[src/rtl/sd_sync_pkg.sv]
// Shared constants and helpers for the input synchroniser / debounce block.
package sd_sync_pkg;

   localparam int unsigned SYNC_STAGES_MIN = 2;

   // Counter width for a debounce window of `cycles`; always at least one bit.
   function automatic int unsigned cnt_width(input int unsigned cycles);
      return (cycles <= 2) ? 1 : $clog2(cycles);
   endfunction

endpackage

[src/rtl/sd_input_debounce_ch.sv]
// One channel: flop synchroniser chain, stability counter, registered level and edge strobes.
module sd_input_debounce_ch
   import sd_sync_pkg::*;
#(
   parameter int unsigned SYNC_STAGES     = 2,
   parameter int unsigned DEBOUNCE_CYCLES = 16,
   parameter logic        RESET_VALUE     = 1'b0
) (
   input  logic i_clk,
   input  logic i_rst_n,
   input  logic i_in,
   input  logic i_filter_en,
   output logic o_out,
   output logic o_rise,
   output logic o_fall,
   output logic o_strobe_next
);

   localparam int unsigned      CNT_W   = cnt_width(DEBOUNCE_CYCLES);
   localparam logic [CNT_W-1:0] CNT_MAX = CNT_W'(DEBOUNCE_CYCLES - 1);

   (* ASYNC_REG = "TRUE" *) logic [SYNC_STAGES-1:0] r_sync;

   logic [CNT_W-1:0] r_cnt;
   logic [CNT_W-1:0] w_cnt_d;
   logic             r_out;
   logic             r_rise;
   logic             r_fall;
   logic             w_out_d;
   logic             w_rise_d;
   logic             w_fall_d;
   logic             w_sync;

   assign w_sync = r_sync[SYNC_STAGES-1];

   always_ff @(posedge i_clk or negedge i_rst_n) begin
      if (!i_rst_n) begin
         r_sync <= {SYNC_STAGES{RESET_VALUE}};
      end else begin
         r_sync <= {r_sync[SYNC_STAGES-2:0], i_in};
      end
   end

   // Counter is cleared on match, on terminal count and whenever filtering is off.
   always_comb begin
      w_cnt_d = '0;
      w_out_d = r_out;
      if (!i_filter_en) begin
         w_out_d = w_sync;
      end else if (w_sync != r_out) begin
         if (r_cnt == CNT_MAX) begin
            w_out_d = w_sync;
         end else begin
            w_cnt_d = r_cnt + 1'b1;
         end
      end
      w_rise_d = w_out_d & ~r_out;
      w_fall_d = ~w_out_d & r_out;
   end

   always_ff @(posedge i_clk or negedge i_rst_n) begin
      if (!i_rst_n) begin
         r_cnt  <= '0;
         r_out  <= RESET_VALUE;
         r_rise <= 1'b0;
         r_fall <= 1'b0;
      end else begin
         r_cnt  <= w_cnt_d;
         r_out  <= w_out_d;
         r_rise <= w_rise_d;
         r_fall <= w_fall_d;
      end
   end

   assign o_out         = r_out;
   assign o_rise        = r_rise;
   assign o_fall        = r_fall;
   assign o_strobe_next = w_rise_d | w_fall_d;

endmodule

[src/rtl/sd_input_debounce_sync.sv]
// Multi-channel synchroniser with optional debounce; clean levels plus rise/fall/changed strobes.
module sd_input_debounce_sync
   import sd_sync_pkg::*;
#(
   parameter int unsigned      WIDTH           = 2,
   parameter int unsigned      SYNC_STAGES     = 2,
   parameter int unsigned      DEBOUNCE_CYCLES = 16,
   parameter logic [WIDTH-1:0] RESET_VALUE     = '0
) (
   input  logic             i_clk,
   input  logic             i_rst_n,
   input  logic [WIDTH-1:0] i_in,
   input  logic             i_filter_en,
   output logic [WIDTH-1:0] o_out,
   output logic [WIDTH-1:0] o_rise,
   output logic [WIDTH-1:0] o_fall,
   output logic             o_changed
);

   if (SYNC_STAGES < SYNC_STAGES_MIN) begin : g_chk_sync
      $fatal(1, "SYNC_STAGES must be at least 2");
   end
   if (DEBOUNCE_CYCLES < 1) begin : g_chk_deb
      $fatal(1, "DEBOUNCE_CYCLES must be at least 1");
   end

   logic [WIDTH-1:0] w_strobe_next;
   logic             r_changed;

   for (genvar i = 0; i < WIDTH; i++) begin : g_ch
      sd_input_debounce_ch #(
         .SYNC_STAGES    (SYNC_STAGES),
         .DEBOUNCE_CYCLES(DEBOUNCE_CYCLES),
         .RESET_VALUE    (RESET_VALUE[i])
      ) u_ch (
         .i_clk        (i_clk),
         .i_rst_n      (i_rst_n),
         .i_in         (i_in[i]),
         .i_filter_en  (i_filter_en),
         .o_out        (o_out[i]),
         .o_rise       (o_rise[i]),
         .o_fall       (o_fall[i]),
         .o_strobe_next(w_strobe_next[i])
      );
   end

   // Built from next-state strobes so changed lines up with rise/fall.
   always_ff @(posedge i_clk or negedge i_rst_n) begin
      if (!i_rst_n) begin
         r_changed <= 1'b0;
      end else begin
         r_changed <= |w_strobe_next;
      end
   end

   assign o_changed = r_changed;

endmodule

[config.mk]
export PLATFORM = sky130hd
export DESIGN_NAME = sd_input_debounce_sync
export DESIGN_NICKNAME = d
export VERILOG_FILES = /design/src/rtl/sd_sync_pkg.sv /design/src/rtl/sd_input_debounce_ch.sv /design/src/rtl/sd_input_debounce_sync.sv
export SDC_FILE = /design/constraint.sdc
export NUM_CORES = 1
export LEC_CHECK = 0
export CORE_MARGIN = 3
export CORE_UTILIZATION = 45
export DETAILED_ROUTE_END_ITERATION = 7
export HOLD_SLACK_MARGIN = 0.12
export PLACE_DENSITY = 0.73
export SETUP_SLACK_MARGIN = 0.3
export SLEW_MARGIN = 20
export SYNTH_ARGS = -nofsm -noshare
export SYNTH_HDL_FRONTEND = slang
export SYNTH_HIERARCHICAL = 1
export SYNTH_SLANG_ARGS = --single-unit
[constraint.sdc]
create_clock -name i_clk -period 1.57 [get_ports i_clk]
set_input_delay 0.3925 -clock i_clk [delete_from_list [all_inputs] [get_ports i_clk]]
set_output_delay 0.3925 -clock i_clk [all_outputs]
set_load 0.01 [all_outputs]
==> results.toml, run 1 <==
[setup_path]
critPathLaunchType = "register"
reg2reg_to = "o_changed"
worstSetupPathType = "register to register"
required_ns = 1.76
crit_slowest_cell = "dfrtp_1"
critPathArrivalTime_ns = 1.86
path_buf_inv = 1
critical_path.top_delay_family = "adder cells"
setup.worst_path.end_class = "register"
r2r_setup_slack_ns = -0.10
cp_max_fo = 2
crit_path_start = "g_ch[1].u_ch/r_cnt[0]"
ff2ff_path_depth = 7
critPathMaxStageDelay_ns = 0.41
cp.depth = 7
crit_end = "o_changed"
rr_startpoint = "g_ch[1].u_ch/r_cnt[0]"
cp_cell_sequence = "ha_2, nand3_2, nand2_2, mux2_4, ha_4, inv_2, or2_1"

[die]
die_height_um = 47.0
die-area_um2 = 2210
ios = 12
rows = 14
coreArea_um2 = 1540
start_util_pct = 49.1
die_w_um = 47.0

[placed_design]
dpl_worst_slack_ns = -0.436
hpwl_um = 857
post-place-cells = 91
gp_congestion = 0.721
port_buffers = 11

[synth]
synthMuxAreaShare_pct = 6.61
synth-seq-area-share_pct = 62.8
synth_compound_area_share_pct = 0
synth-seq-cells = 19
synth_top_area_share_pct = 62.8
ys_warn_count = 6
synth-simple-area-share_pct = 11.7
synth_adder_area_share_pct = 9.92
synth_top_cell_by_area = "dfrtp_1"
synth.avg_cell_area_um2 = 13.5
syn_nets = 67
synth_top_family_by_area = "simple AND/OR/NAND/NOR gates"
synth_area_leaders = "dfrtp_1 (63%), ha_1 (9.9%), xor2_1 (6.9%), nand3_1 (4.0%), and3_2 (4.0%)"
syn_area_um2 = 757
ys_types = 11
netlist_instances = 56
synth_xor_xnor_area_share_pct = 6.94

[clock_network]
hold_buffers = 0
cts_buffers = 3
clkSlewWorstSetupHoldPaths_ns = 0.10
h-tree-depth = 1
cts_buffer_depth = 2
root_buffer = "clkbuf_4"
cts_tree = "built"
cts_sinks = 19
clock_latency_ns = 0.29

[layout]
num-nets-final = 98
syn2layout_area_growth_pct = 40.8
drive_above_1_share_pct = 52.3
final_cell_count_no_fill = 102
antenna_cells = 0
fin_util_pct = 69.2
seq_area_um2 = 478
fillers = 117
multiInputGateArea_um2 = 320

[timing]
setup_slack_ns = -0.104
fin_worst_skew_ns = 0.00731
clock.fmax_mhz = 597
setup_viol = 1
fin_crit_sh_pct = 107
fin_hold_ws_ns = 0.361
maxSlewHeadroom_pct = 84.3
slew_violations = 0
hold_viol_final = 0
min_period_ns = 1.67
rsz0062_at_grt = "yes"
max_slew.worst_pin.slew_ns = 0.236

[run_status]
status = "finished with violations"
violations = "negative setup slack"

[routing]
viasPerCell = 4.66
ant_nets = 0
wl_met2_um = 596
drt-initial-drc-count = 3
top_layer = "met4"
drt_first_pass_iters = 4
wl_met3_um = 36
drc = 0
routed_wirelength_mm = 1.20
vias = 475
drt-met1-wl_um = 550
wl_per_cell_um = 11.7

[grt]
grtUsageTotal_pct = 14.3
grt_max_degree = 20
gr-total-overflow = 0
antenna_found_initial = 0
grt_pass1_vias = 512
grt_pass1_wl_mm = 2.17

[hold_path]
hp-class = "register to register"
whs_path_depth = 0

[pwr]
p_per_area_nw_per_um2 = 892
ir_drop_mv = 0.705
total_power_mw = 0.951
cellLeakagePower_nw = 0.552

[flow_run]
maxCapViolCount = 0
==> metrics by stage <==
stage | area, um2 | TNS, ns
floorplan | 802 | -0.0319
global placement | 992 | -0.706
detailed placement | 992 | -0.728
CTS | 1020 | -0.0869
global route | 1070 | -0.151
finish | 1070 | -0.104
==> registers in the layout (all words and copies together), names as in the netlist <==
register          cells
g_ch.u_ch/o_fall      2
g_ch.u_ch/o_out       2
g_ch.u_ch/o_rise      2
g_ch.u_ch/r_cnt       8
g_ch.u_ch/r_sync      4
o_changed             1
==> how the worst min path moves through the flow <==
stage | startpoint | to | slack (ns)
floorplan | i_rst_n | g_ch[0].u_ch/o_fall | 0.1
global placement | g_ch[1].u_ch/r_sync[0] | g_ch[1].u_ch/r_sync[1] | 0.34
detailed placement | g_ch[1].u_ch/r_sync[0] | g_ch[1].u_ch/r_sync[1] | 0.34
CTS | g_ch[1].u_ch/r_sync[0] | g_ch[1].u_ch/r_sync[1] | 0.37
global route | g_ch[1].u_ch/r_sync[0] | g_ch[1].u_ch/r_sync[1] | 0.37
finish | g_ch[1].u_ch/r_sync[0] | g_ch[1].u_ch/r_sync[1] | 0.36
==> synthesized netlist by cell type <==
cell type  count
and3_2         4
dfrtp_1       19
ha_1           6
inv_1          4
nand3_1        6
nand2_1        2
mux2i_1        2
xor2_1         6
nor2_1         4
mux2_4         2
or2_1          1
==> worst reg2reg max path: cells and delay by family (launching register included) <==
family | cells | cell delay, ns
fa+ha+maj | 2 | 0.46
buf+inv | 1 | 0.02
flops | 1 | 0.41
simple gates | 3 | 0.36
mux | 1 | 0.33
==> per-layer routing <==
layer  vias to the layer above  track usage (%)
li1                        245                -
met4                         0             8.29
met3                         2             2.30
met2                         5             23.8
met5                         -                0
met1                       223             17.3
==> timing repair <==
| item | CTS | global route |
|---|---|---|
| gates resized for setup | 34 | 5 |
| setup endpoints to repair | 12 | 8 |
| endpoints found under the hold margin | 0 | 0 |
| setup buffers | 4 | 3 |
| pin swaps | 1 | 5 |
==> cell usage in the layout, fill, tap and decap left out, drive strengths merged <==
cell / count
and3: 4
ha: 6
buf: 22
xor2: 6
clkdlybuf4s50: 3
nand2: 2
nand3: 6
mux2: 2
dfrtp: 19
inv: 4
nor2: 4
dlygate4sd2: 1
mux2i: 2
clkbuf: 4
or2: 1
==> kinds of logic after synthesis <==
group | count (synthesis)
buf+inv | 4
simple gates | 17
flops | 19
fa+ha+maj | 6
xor+xnor | 6
mux | 4
==> report_power, final <==
group	internal [mW]	total, mW	switching [mW]
combinational	0.0941	0.173	0.0790
clock	0.0986	0.236	0.137
sequential	0.525	0.542	0.0172
total	0.718	0.951	0.233
==> layout make-up <==
class / instances / share of cell area, %
clock buffers: 4 / 2.46
well taps: 16 / 1.88
flip-flops and latches: 19 / 44.8
multi-input cells: 33 / 30.0
inverters: 4 / 1.41
repair buffers: 26 / 19.4
Note: power is estimated with default switching activity, not from simulation.
==> run 2: changes to the inputs <==
==> constraint.sdc (replaced) <==
create_clock -name i_clk -period 1.5 [get_ports i_clk]
set_input_delay 0.375 -clock i_clk [delete_from_list [all_inputs] [get_ports i_clk]]
set_output_delay 0.375 -clock i_clk [all_outputs]
set_load 0.01 [all_outputs]
==> results.toml, run 2 (synthesized netlist as in run 1, its figures left out) <==
[run_status]
status = "finished with violations"
violations = "negative setup slack"

[placed_design]
hpwl_um = 915
gp_congestion = 0.733
post-place-cells = 94
dpl_worst_slack_ns = -0.495
port_buffers = 11

[die]
die_w_um = 47.0
coreArea_um2 = 1540
die_height_um = 47.0
rows = 14
ios = 12
die-area_um2 = 2210
start_util_pct = 49.1

[hold_path]
worstHoldStart = "g_ch[0].u_ch/r_sync[0]"
hp-class = "register to register"
whs_endpoint = "g_ch[0].u_ch/r_sync[1]"
whs_path_depth = 0

[setup_path]
critical_path.top_delay_family = "adder cells"
path_buf_inv = 1
required_ns = 1.68
reg2reg_to = "o_changed"
r2r_setup_slack_ns = -0.15
cp_max_fo = 2
crit_slowest_cell = "dfrtp_1"
rr_startpoint = "g_ch[0].u_ch/r_cnt[0]"
cp_cell_sequence = "ha_2, nand3_2, nand2_2, mux2_4, ha_4, inv_1, or2_1"
critPathMaxStageDelay_ns = 0.40
setup.worst_path.end_class = "register"
worstSetupPathType = "register to register"
critPathArrivalTime_ns = 1.83
ff2ff_path_depth = 7
critPathLaunchType = "register"

[routing]
ant_nets = 0
drc = 0
routed_wirelength_mm = 1.33
viasPerCell = 4.71
vias = 504
drt-initial-drc-count = 3
drt_first_pass_iters = 4
wl_per_cell_um = 12.4

[clock_network]
cts_sinks = 19
cts_tree = "built"
clock_latency_ns = 0.29
h-tree-depth = 1
hold_buffers = 0
cts_buffers = 3
root_buffer = "clkbuf_4"
clkSlewWorstSetupHoldPaths_ns = 0.10
cts_buffer_depth = 2

[timing]
hold_viol_final = 0
fin_crit_sh_pct = 110
setup_viol = 1
clock.fmax_mhz = 605
min_period_ns = 1.65
setup_slack_ns = -0.153
rsz0062_at_grt = "yes"
slew_violations = 0
fin_worst_skew_ns = 0.00439
max_slew.worst_pin.slew_ns = 0.235
maxSlewHeadroom_pct = 84.3

[grt]
grt_pass1_vias = 512
grt_pass1_wl_mm = 2.11
antenna_found_initial = 0
gr-total-overflow = 0
grt_max_degree = 20
grtUsageTotal_pct = 13.7

[layout]
drive_above_1_share_pct = 53.8
syn2layout_area_growth_pct = 45.5
num-nets-final = 103
top_register = "g_ch.u_ch/r_cnt"
antenna_cells = 0
final_cell_mix = "dfrtp_1 (18), buf_4 (18), xor2_1 (6), buf_2 (6)"
final_cell_count_no_fill = 107
largest_reg_flops = 8
fillers = 117
reg_top3 = "g_ch.u_ch/r_cnt (8), g_ch.u_ch/r_sync (4)"

[pwr]
p_int_mw = 0.762
p_per_area_nw_per_um2 = 919
switching_share_pct = 24.7
ir_drop_mv = 0.701
power.net_switching_mw = 0.250
cellLeakagePower_nw = 0.577
clkPwrFrac_pct = 24.3
combPwrFrac_pct = 19.7
pwr-share-seq_pct = 55.9

[flow_run]
maxCapViolCount = 0
run 2: per-stage QoR:
step | util [%] | power (mW) | TNS, ns | instance area (um2) | hold WS, ns
after floorplan | - | 0.654 | -0.102 | 802 | 0.0794
after global placement | 65.8 | 0.755 | -0.968 | 1010 | 0.339
after detailed placement | 65.8 | 0.762 | -1.07 | 1010 | 0.340
after CTS | 68.9 | 1.01 | -0.159 | 1060 | 0.367
after global routing | 71.4 | 1.07 | -0.225 | 1100 | 0.381
final | 71.4 | 1.01 | -0.153 | 1100 | 0.364
run 2: worst max-delay path by stage:
stage / from / to / slack (ns) / depth (start not counted)
2_1_floorplan: g_ch[0].u_ch/r_cnt[0] / o_changed / -0.10 / 7
3_3_place_gp: i_filter_en / o_changed / -0.48 / 6
3_5_place_dp: i_filter_en / o_changed / -0.50 / 6
4_1_cts: g_ch[1].u_ch/r_cnt[0] / o_changed / -0.16 / 7
5_1_grt: g_ch[1].u_ch/r_cnt[1] / o_changed / -0.22 / 7
6_report: g_ch[0].u_ch/r_cnt[0] / o_changed / -0.15 / 7
run 2: repair_timing:
| item | CTS | global route |
|---|---|---|
| resized for setup | 35 | 3 |
| pin swaps | 5 | 2 |
| setup buffers | 5 | 4 |
| cloned | 0 | 0 |
| endpoints found under the setup margin | 13 | 14 |
run 2: power by group through the flow:
stage	Sequential [mW]	Combinational, mW	Clock, mW
after floorplan	0.591	0.0630	0
after global placement	0.579	0.176	0
after detailed placement	0.581	0.181	0
after CTS	0.566	0.186	0.258
after global routing	0.569	0.221	0.284
final	0.566	0.200	0.246
run 2: layer usage:
| metal | part of all wire (%) | GRT usage [%] | up-vias |
|---|---|---|---|
| met4 | 0.75 | 3.31 | 0 |
| li1 | - | - | 255 |
| met1 | 43 | 15.3 | 238 |
| met3 | 2.5 | 3.45 | 2 |
| met5 | 0 | 0 | - |
| met2 | 53 | 25.7 | 9 |
run 2: area by class of cell:
cell class              count  area (um2)  area share [%]
repair buffers             31         238            21.6
inverters                   4        15.0            1.36
flip-flops and latches     19         477            43.3
clock buffers               4        26.3            2.39
well taps                  16        20.0            1.82
multi-input cells          33         325            29.5
==> run 3: changes to the inputs <==
--- a/config.mk
+++ b/config.mk
@@ -5,7 +5,6 @@
 export SDC_FILE = /design/constraint.sdc
 export NUM_CORES = 1
 export LEC_CHECK = 0
-export CORE_MARGIN = 3
 export CORE_UTILIZATION = 45
 export DETAILED_ROUTE_END_ITERATION = 7
 export HOLD_SLACK_MARGIN = 0.12
==> results.toml, run 3 (synthesized netlist as in run 1, its figures left out) <==
[timing]
max_slew.worst_pin.slew_ns = 0.259
setup_viol = 2
fin_crit_sh_pct = 110
min_period_ns = 1.65
slew_violations = 0
hold_viol_final = 0
fin_worst_skew_ns = 0.00155
setup_slack_ns = -0.152
rsz0062_at_grt = "yes"
clock.fmax_mhz = 605
maxSlewHeadroom_pct = 82.7

[setup_path]
cp_max_fo = 2
r2r_setup_slack_ns = -0.15
critPathLaunchType = "register"
critPathArrivalTime_ns = 1.84
required_ns = 1.69
worstSetupPathType = "register to register"
ff2ff_path_depth = 7
setup.worst_path.end_class = "register"

[routing]
top_layer = "met4"
routed_wirelength_mm = 1.37
viasPerCell = 4.78
drt-initial-drc-count = 2
wl_met2_um = 707
drc = 0
wl_met3_um = 21
drt_first_pass_iters = 4
vias = 516
drt-met1-wl_um = 626
ant_nets = 0
wl_per_cell_um = 12.7

[layout]
top_register = "g_ch.u_ch/r_cnt"
final_cell_count_no_fill = 108
largest_reg_flops = 8
antenna_cells = 0
fillers = 107
syn2layout_area_growth_pct = 52.1
reg_top3 = "g_ch.u_ch/r_cnt (8), g_ch.u_ch/r_sync (4)"
final_cell_mix = "dfrtp_1 (17), buf_4 (16), buf_6 (7)"
multiInputGateArea_um2 = 347
num-nets-final = 104
final_common_cell = "dfrtp_1"
drive_above_1_share_pct = 55.4
seq_area_um2 = 478

[grt]
gr-total-overflow = 0
antenna_found_initial = 0
grt_max_degree = 20
grtUsageTotal_pct = 16.6
grt_pass1_vias = 495
grt_pass1_wl_mm = 2.21

[hold_path]
hp-class = "register to register"
whs_path_depth = 0

[placed_design]
hpwl_um = 870
gp_congestion = 0.694
post-place-cells = 93
port_buffers = 11

[die]
rows = 14
die_height_um = 43.0
start_util_pct = 49.1
die-area_um2 = 1850
die_w_um = 43.0
coreArea_um2 = 1540
ios = 12

[clock_network]
clock_latency_ns = 0.29
cts_buffer_depth = 2
cts_tree = "built"
clkSlewWorstSetupHoldPaths_ns = 0.11
root_buffer = "clkbuf_4"
cts_buffers = 3
hold_buffers = 0
h-tree-depth = 1
cts_sinks = 19

[run_status]
status = "finished with violations"
violations = "negative setup slack"

[pwr]
ir_drop_mv = 0.767
p_per_area_nw_per_um2 = 887
cellLeakagePower_nw = 0.588
total_power_mw = 1.02

[flow_run]
maxCapViolCount = 0
==> run 3: worst max-delay path, cell delays in order, from the launching register on <==
cell and delay [ns]:
dfrtp_1 0.40, ha_2 0.19, nand3_2 0.07, nand2_2 0.06, mux2_4 0.33, ha_4 0.26, inv_1 0.03, or2_1 0.21
==> run 3: path summary, 6_finish.rpt <==
check	end	from
setup reg to reg	o_changed	g_ch[1].u_ch/r_cnt[0]
hold / removal	g_ch[0].u_ch/r_sync[1]	g_ch[0].u_ch/r_sync[0]
min in group asynchronous	g_ch[1].u_ch/r_cnt[2]	i_rst_n
hold reg to reg	g_ch[0].u_ch/r_sync[1]	g_ch[0].u_ch/r_sync[0]
max in group asynchronous	g_ch[0].u_ch/o_out	i_rst_n
setup / recovery	o_changed	g_ch[1].u_ch/r_cnt[0]
==> run 3: repair_timing <==
action | 4_1_cts | 5_1_grt
setup endpoints to repair | 12 | 18
pin swaps | 3 | 6
setup buffers | 7 | 4
resized for setup | 35 | 9
==> run 3: layout make-up <==
class | instances | area share (%)
Sequential cell | 19 | 41.5
Clock inverter | 1 | 0.435
Clock buffer | 3 | 1.96
Multi-Input combinational cell | 33 | 30.1
Inverter | 4 | 1.30
Tap cell | 16 | 1.74
Timing Repair Buffer | 32 | 22.9
==> run 3: per-stage QoR <==
stage	setup WS (ns)	instance area [um2]	hold WS (ns)	TNS [ns]	utilization (%)
2_1_floorplan	-0.102	802	0.0794	-0.102	-
3_3_place_gp	-0.422	1010	0.334	-0.690	65.3
3_5_place_dp	-0.427	1010	0.337	-0.690	65.3
4_1_cts	-0.145	1080	0.363	-0.145	69.9
5_1_grt	-0.222	1150	0.368	-0.317	74.7
6_report	-0.152	1150	0.359	-0.161	74.7
==> run 3: power breakdown <==
group / leakage (nW) / switching [mW] / internal [mW]
registers: 0.239 / 0.0192 / 0.549
logic: 0.331 / 0.0911 / 0.110
clock network: 0.0177 / 0.152 / 0.0990
total: 0.588 / 0.263 / 0.759
==> run 3: per-layer routing <==
layer	up-vias	global-route usage, %
li1	256	-
met1	251	21.4
met5	-	0
met3	2	3.83
met2	7	26.7
met4	0	7.27
